**src/rtl/pulse_train_gen.sv**
```systemverilog
// Pulse train generator: emits count_in pulses of HIGH_CYCLES high / LOW_CYCLES low,
// with registered pulse_out/busy/done, abort, and a one-cycle done strobe on normal completion.
module pulse_train_gen #(
  parameter int unsigned HIGH_CYCLES = 2,
  parameter int unsigned LOW_CYCLES  = 2
) (
  input  logic       clk,
  input  logic       reset,
  input  logic       start,
  input  logic       abort,
  input  logic [7:0] count_in,
  output logic       pulse_out,
  output logic       busy,
  output logic       done,
  output logic [7:0] remaining
);

  typedef enum logic [1:0] {
    IDLE = 2'd0,
    HIGH = 2'd1,
    LOW  = 2'd2,
    DONE = 2'd3
  } state_t;

  localparam logic [3:0] HIGH_LOAD = 4'(HIGH_CYCLES - 1);
  localparam logic [3:0] LOW_LOAD  = 4'(LOW_CYCLES - 1);

  state_t     state_q, state_d;
  logic [3:0] cnt_q, cnt_d;
  logic [7:0] rem_d;

  always_comb begin
    state_d = state_q;
    cnt_d   = cnt_q;
    rem_d   = remaining;
    case (state_q)
      IDLE: begin
        if (start && !abort) begin
          if (count_in != 8'd0) begin
            rem_d   = count_in;
            cnt_d   = HIGH_LOAD;
            state_d = HIGH;
          end else begin
            rem_d   = '0;
            state_d = DONE;
          end
        end
      end
      HIGH: begin
        if (abort) begin
          rem_d   = '0;
          cnt_d   = '0;
          state_d = IDLE;
        end else if (cnt_q == 4'd0) begin
          rem_d   = (remaining != 8'd0) ? remaining - 8'd1 : '0;
          cnt_d   = LOW_LOAD;
          state_d = LOW;
        end else begin
          cnt_d = cnt_q - 4'd1;
        end
      end
      LOW: begin
        if (abort) begin
          rem_d   = '0;
          cnt_d   = '0;
          state_d = IDLE;
        end else if (cnt_q == 4'd0) begin
          if (remaining != 8'd0) begin
            cnt_d   = HIGH_LOAD;
            state_d = HIGH;
          end else begin
            state_d = DONE;
          end
        end else begin
          cnt_d = cnt_q - 4'd1;
        end
      end
      DONE: begin
        cnt_d   = '0;
        state_d = IDLE;
      end
      default: begin
        rem_d   = '0;
        cnt_d   = '0;
        state_d = IDLE;
      end
    endcase
  end

  // Outputs are flops loaded from the next-state decode, so they line up with state_q
  // while never exposing a combinational path from the inputs.
  always_ff @(posedge clk) begin
    if (!reset) begin
      state_q   <= IDLE;
      cnt_q     <= '0;
      remaining <= '0;
      pulse_out <= 1'b0;
      busy      <= 1'b0;
      done      <= 1'b0;
    end else begin
      state_q   <= state_d;
      cnt_q     <= cnt_d;
      remaining <= rem_d;
      pulse_out <= (state_d == HIGH);
      busy      <= (state_d == HIGH) || (state_d == LOW);
      done      <= (state_d == DONE);
    end
  end

endmodule

```
**config.mk**
```make
export PLATFORM = sky130hd
export DESIGN_NAME = pulse_train_gen
export DESIGN_NICKNAME = d
export VERILOG_FILES = /design/src/rtl/pulse_train_gen.sv
export SDC_FILE = /design/constraint.sdc
export NUM_CORES = 1
export LEC_CHECK = 0
export ABC_AREA = 1
export CORE_MARGIN = 5
export CORE_UTILIZATION = 56
export CTS_BUF_LIST = sky130_fd_sc_hd__clkbuf_16
export CTS_CLUSTER_SIZE = 8
export DETAILED_ROUTE_END_ITERATION = 7
export PLACE_DENSITY = 0.91
export SLEW_MARGIN = 30
export SYNTH_ARGS = -nofsm -noshare
export SYNTH_HDL_FRONTEND = slang
export SYNTH_SLANG_ARGS = --single-unit
```
**constraint.sdc**
```tcl
create_clock -name clk -period 4.25 [get_ports clk]
set_input_delay 0.425 -clock clk [delete_from_list [all_inputs] [get_ports clk]]
set_output_delay 0.425 -clock clk [all_outputs]
set_load 0.1 [all_outputs]
```
# --- Yosys cells after proc, flatten, opt, wreduce, memory -nomap -nowiden ---
# Cells that the tools add are included.
totals:
  reg_bits: 17
  wordCells: 52
  out_inout_bits: 11
  input_bits: 12
classes:
  n_reduce_logical: 10
  n_addsub: 2
  muxes: 23
  eq_ne: 11
ops:
  columns: ["op", "n"]
  rows:
  - ["two-way mux 8 bit", 6]
  - ["two-way mux 4 bit", 7]
  - ["case mux 8 bit (3 select lines)", 1]
  - ["case mux 4 bit (4 select lines)", 1]
  - ["nonzero test 8 bit", 2]
  - ["two-way mux 2 bit", 7]
  - ["equality test 2 bit, second input constant", 4]
  - ["case mux 2 bit (4 select lines)", 1]
  - ["subtractor 8 x 1 -> 8 bit, second input constant", 1]
  - ["!= test 2 bit, second input constant", 3]
  - ["equality test 2 x 1 -> 1 bit, second input constant", 2]
  - ["zero test 4 bit", 1]
  - ["!= test 4 bit, second input constant", 1]
  - ["AND reduction 4 bit", 1]
  - ["subtractor 4 x 1 -> 4 bit, second input constant", 1]
  - ["!= test 3 bit, second input constant", 1]
  - ["AND reduction 3 bit", 1]
  - ["nonzero test 3 bit", 1]
  - ["zero test 2 bit", 1]
  - ["logical AND 1 bit", 1]
  - ["zero test 1 bit", 1]
  - ["logical OR 1 bit", 1]

# --- Depth between registers and ports, before layout ---
logic_depth:
  word_depth: 7
  mapped_depth: 13
  ltp_nobuf: 13

# --- Worst setup path before layout ---
# No wires, ideal clock.
synth_path:
  path_type: "reg-to-reg"
  from: "register remaining[0]"
  to: "register busy"
  setup_slack_ns: 2.018
  period_less_slack_ns: 2.232
  path_stages_with_launch: 12
  arrival_time_ns: 2.167
  path_buffers: 0
  setup_ns: 0.065
  cell_sequence: "dfxtp_1 -> inv_1 -> ha_1 -> nand3_1 -> o21ai_0 -> nand2_1 -> nand2_1 -> nand2_1 -> nand2_1 -> inv_1 -> ha_1 -> nor2_1"
synth_via:
  elab_chain_len: 7
synth_rtl:
  columns: ["element", "line", "text"]
  rows:
  - ["start: declaration", "15", "output logic [7:0] remaining"]
  - ["start signal: assignment", "103", "remaining <= rem_d;"]
  - ["nonzero test 8 bit (*)", "68", "if (remaining != 8'd0) begin"]
  - ["two-way mux 2 bit (*)", "68", null]
  - ["two-way mux 2 bit (*)", "67", "end else if (cnt_q == 4'd0) begin"]
  - ["two-way mux 2 bit (*)", "63", "if (abort) begin"]
  - ["case mux 2 bit (4 select lines) (*)", "36", "case (state_q)"]
  - ["via state_d[1]", "28", "state_t state_q, state_d;"]
  - ["equality test 2 x 1 -> 1 bit / equality test 2 bit (equally long branches)", "105", "busy <= (state_d == HIGH) || (state_d == LOW);"]
  - ["logical OR 1 bit (*)", "105", null]
  - ["end signal: assignment", "105", null]
  - ["end: declaration", "13", "output logic busy,"]
# The timed path passes the listed nets; every way through them passes the cells marked *.
# A chain may end at the register's enable or synchronous reset.

# --- Final worst setup path ---
layout_path:
  from: "register remaining[5]"
  to: "output remaining[5]"
# No word-level cell between the ends.

==> impl_metrics.tcl <==
set metrics [dict create \
    dp.cells 230 \
    antenna_found_initial 0 \
    grt_pass1_wl_mm 5.47 \
    post-route-drc-count 0 \
    arrival_ns 1.83 \
    postCtsHoldBufs 0 \
    path_cells "clkdlybuf4s50_1" \
    switching_power_w 0.000515 \
    placement_rows 17 \
    viasPerCell 5.43 \
    wirelength_mm 3.16 \
    r2r_cells 11 \
    period_share 0.531 \
    crit_path_end_kind "output port" \
    yosys-top-cells-area "dfxtp_1 (27%), nand2_1 (14%), ha_1 (12%), inv_1 (7.7%), a21oi_1 (5.9%)" \
    hold_path.class "register to register" \
    yosys.area_share.xor_xnor 0.0278 \
    rsz0062_at_grt "no" \
    peakVddDrop_mv 0.410 \
    ctsHtreeMaxLevel 1 \
    cp_slowest_cell "clkdlybuf4s50_1" \
    n_antenna_cell 0 \
    yosys.area_share.adder 0.119 \
    drtPass1Iterations 4 \
    max_freq_mhz 443 \
    synth_area_leader_cell "dfxtp_1" \
    synthCells 182 \
    dp_hpwl_mm 2.26 \
    numCtsBuffers 3 \
    insertion_delay_ns 0.25 \
    p_leak_nw 0.731 \
    internal-power_w 0.000482 \
    postRouteAntennaNets 0 \
    cp.depth 1 \
    cts_root_buf "clkbuf_16" \
    clock_skew_ns 0.00201 \
    period_minus_slack_ns 2.26 \
    grtUsageTotal 0.212 \
    syn_area_per_cell_sq_um 6.94 \
    cts_setup_buffers 0 \
    fp.coreArea_sq_um 2190 \
    port_buffers 22 \
    cts.sink_count 17 \
    worst-path-buf-inv 1 \
    slew-limit-headroom 0.351 \
    cts_tree "done" \
    die-area_sq_um 3300 \
    synth.cell_area_sq_um 1260 \
    setup_viol_count_final 0 \
    path_class "register to output port" \
    synthSimpleGateAreaFrac 0.334 \
    grt_pass1_vias 1236 \
    dr.first_iter.drc_count 32 \
    cts.clk_slew.worst_paths_ns 0.05 \
    ys_ff_latch 17 \
    clock_power_share 0.191 \
    drive_gt1_frac 0.117 \
    io_pins 23 \
    hold_viol 0 \
    wl_per_cell_um 13.5 \
    maxCapViolCount 0 \
    worstMarginPinSlew_ns 0.970 \
    die_w_um 57.5 \
    post_cts_resized 0 \
    vias 1270 \
    synthMuxAreaShare 0 \
    pwr-share-seq 0.223 \
    start_util 0.576 \
    p_per_area_nw_per_um2 634 \
    ys_warn_count 0 \
    layout.cells.non_filler 234 \
    syn2layout_area_growth_pct 24.7 \
    min_path_cells 2 \
    dpl-instance-area_sq_um 1500 \
    status "finished, final reports clean" \
    required_ns 3.83 \
    netlist.area_leader.share 0.270 \
    synth_top_family_by_area "simple AND/OR/NAND/NOR gates" \
    drv_slew 0 \
    syn-num-nets 206 \
    cts.path.max_buffers 2 \
    ff2ff_setup_slack_ns 2.47 \
    p_comb_frac 0.586 \
    tns_ns 0 \
    synth_compound_area_frac 0.144 \
    crit_family "buffers and inverters" \
    grt-ovfl-total 0 \
    switching_share 0.517 \
    gp_congestion 0.853 \
    die_h_um 57.5 \
    ys_seq_area_frac 0.270 \
    max_stage_delay_ns 1.17 \
    critical_path_peak_fanout 5 \
    nNetsFinal 231 \
    fin_area_sq_um 1570 \
    synthDistinctLibCells 24 \
    worstSetupStartpointType "register" \
    grt_max_degree 17 \
]
## worst reg2reg max path, delay by kind of cell, from the launching register on
kind                       cells  cell delay (ns)
AOI/OAI and AO/OA              1             0.23
adders and majority gates      2             0.46
buffers and inverters          2             0.19
DFF                            1             0.31
and+or+nand+nor                6             0.53
## Yosys cell counts
cell      instances
nand4_1           1
a21oi_2           5
xor2_1            4
nor2_4            2
inv_1            26
nand2_2           3
o22ai_1           1
nand3_1          11
dfxtp_1          17
nand2_1          47
a21oi_1          15
nand3_4           2
a21oi_4           1
nand2_4           1
nor2_2            3
o21ai_0           5
ha_1             12
inv_4             1
buf_6             2
inv_2             2
nand3_2           1
o211ai_1          1
nor2_1           18
a211oi_1          1
## final cells by class
cell class | instances | area [sq um]
tap | 28 | 35.0
multi-input combinational | 134 | 788
clock inverter | 1 | 3.75
fill | 181 | 617
sequential | 17 | 340
inverter | 29 | 111
timing repair buffer | 22 | 220
clock buffer | 3 | 75.1
## registers in the layout (all words and copies together) (netlist names)
signal,count
busy,1
state_q,2
done,1
remaining,8
pulse_out,1
cnt_q,4
## through the flow
step | total power, W | setup slack (ns) | hold WS [ns] | utilization
6_report | 0.000997 | 1.99 | 0.478 | 0.718
5_1_grt | 0.00106 | 1.94 | 0.493 | 0.718
4_1_cts | 0.000994 | 1.98 | 0.475 | 0.718
3_5_place_dp | 0.000796 | 2.22 | 0.466 | 0.682
3_3_place_gp | 0.000780 | 2.26 | 0.451 | 0.682
2_1_floorplan | 0.000681 | 2.02 | 0.439 | -
## routing by layer
metal | routed length (um) | global-route usage | up-vias
li1 | - | - | 619
met1 | 1270 | 0.247 | 578
met2 | 1550 | 0.355 | 61
met3 | 220 | 0.0294 | 12
met4 | 121 | 0.142 | 0
met5 | 0 | 0 | -
## kinds of logic after synthesis
logic type / count (synthesis)
DFF: 17
AOI/OAI and AO/OA: 29
and+or+nand+nor: 89
xor gates and xnor gates: 4
adders and majority gates: 12
buffers and inverters: 31
## power groups by stage
| stage | Clock, W | Sequential (W) | Combinational, W |
|---|---|---|---|
| CTS | 0.000188 | 0.000223 | 0.000583 |
| global placement | 0 | 0.000223 | 0.000556 |
| finish | 0.000190 | 0.000222 | 0.000585 |
| floorplan | 0 | 0.000412 | 0.000269 |
| global route | 0.000199 | 0.000227 | 0.000634 |
| detailed placement | 0 | 0.000225 | 0.000571 |
## worst paths after layout
path / startpoint / endpoint
worst min register to register: cnt_q[1]$_SDFFE_PN0P_ / cnt_q[1]$_SDFFE_PN0P_
worst min-delay path: cnt_q[1]$_SDFFE_PN0P_ / cnt_q[1]$_SDFFE_PN0P_
worst max-delay path: remaining[5]$_SDFFE_PN0P_ / remaining[5]
worst max register to register: remaining[0]$_SDFFE_PN0P_ / busy$_SDFF_PN0_
## cell usage in the layout, fill, tap and decap left out, types with 4 or more instances in the layout
master / count
nand2_1: 47
inv_1: 27
clkdlybuf4s50_1: 22
nor2_1: 18
dfxtp_1: 17
a21oi_1: 15
ha_1: 12
nand3_1: 11
o21ai_0: 5
a21oi_2: 5
xor2_1: 4
No activity file was read; power rests on OpenSTA's default activity.
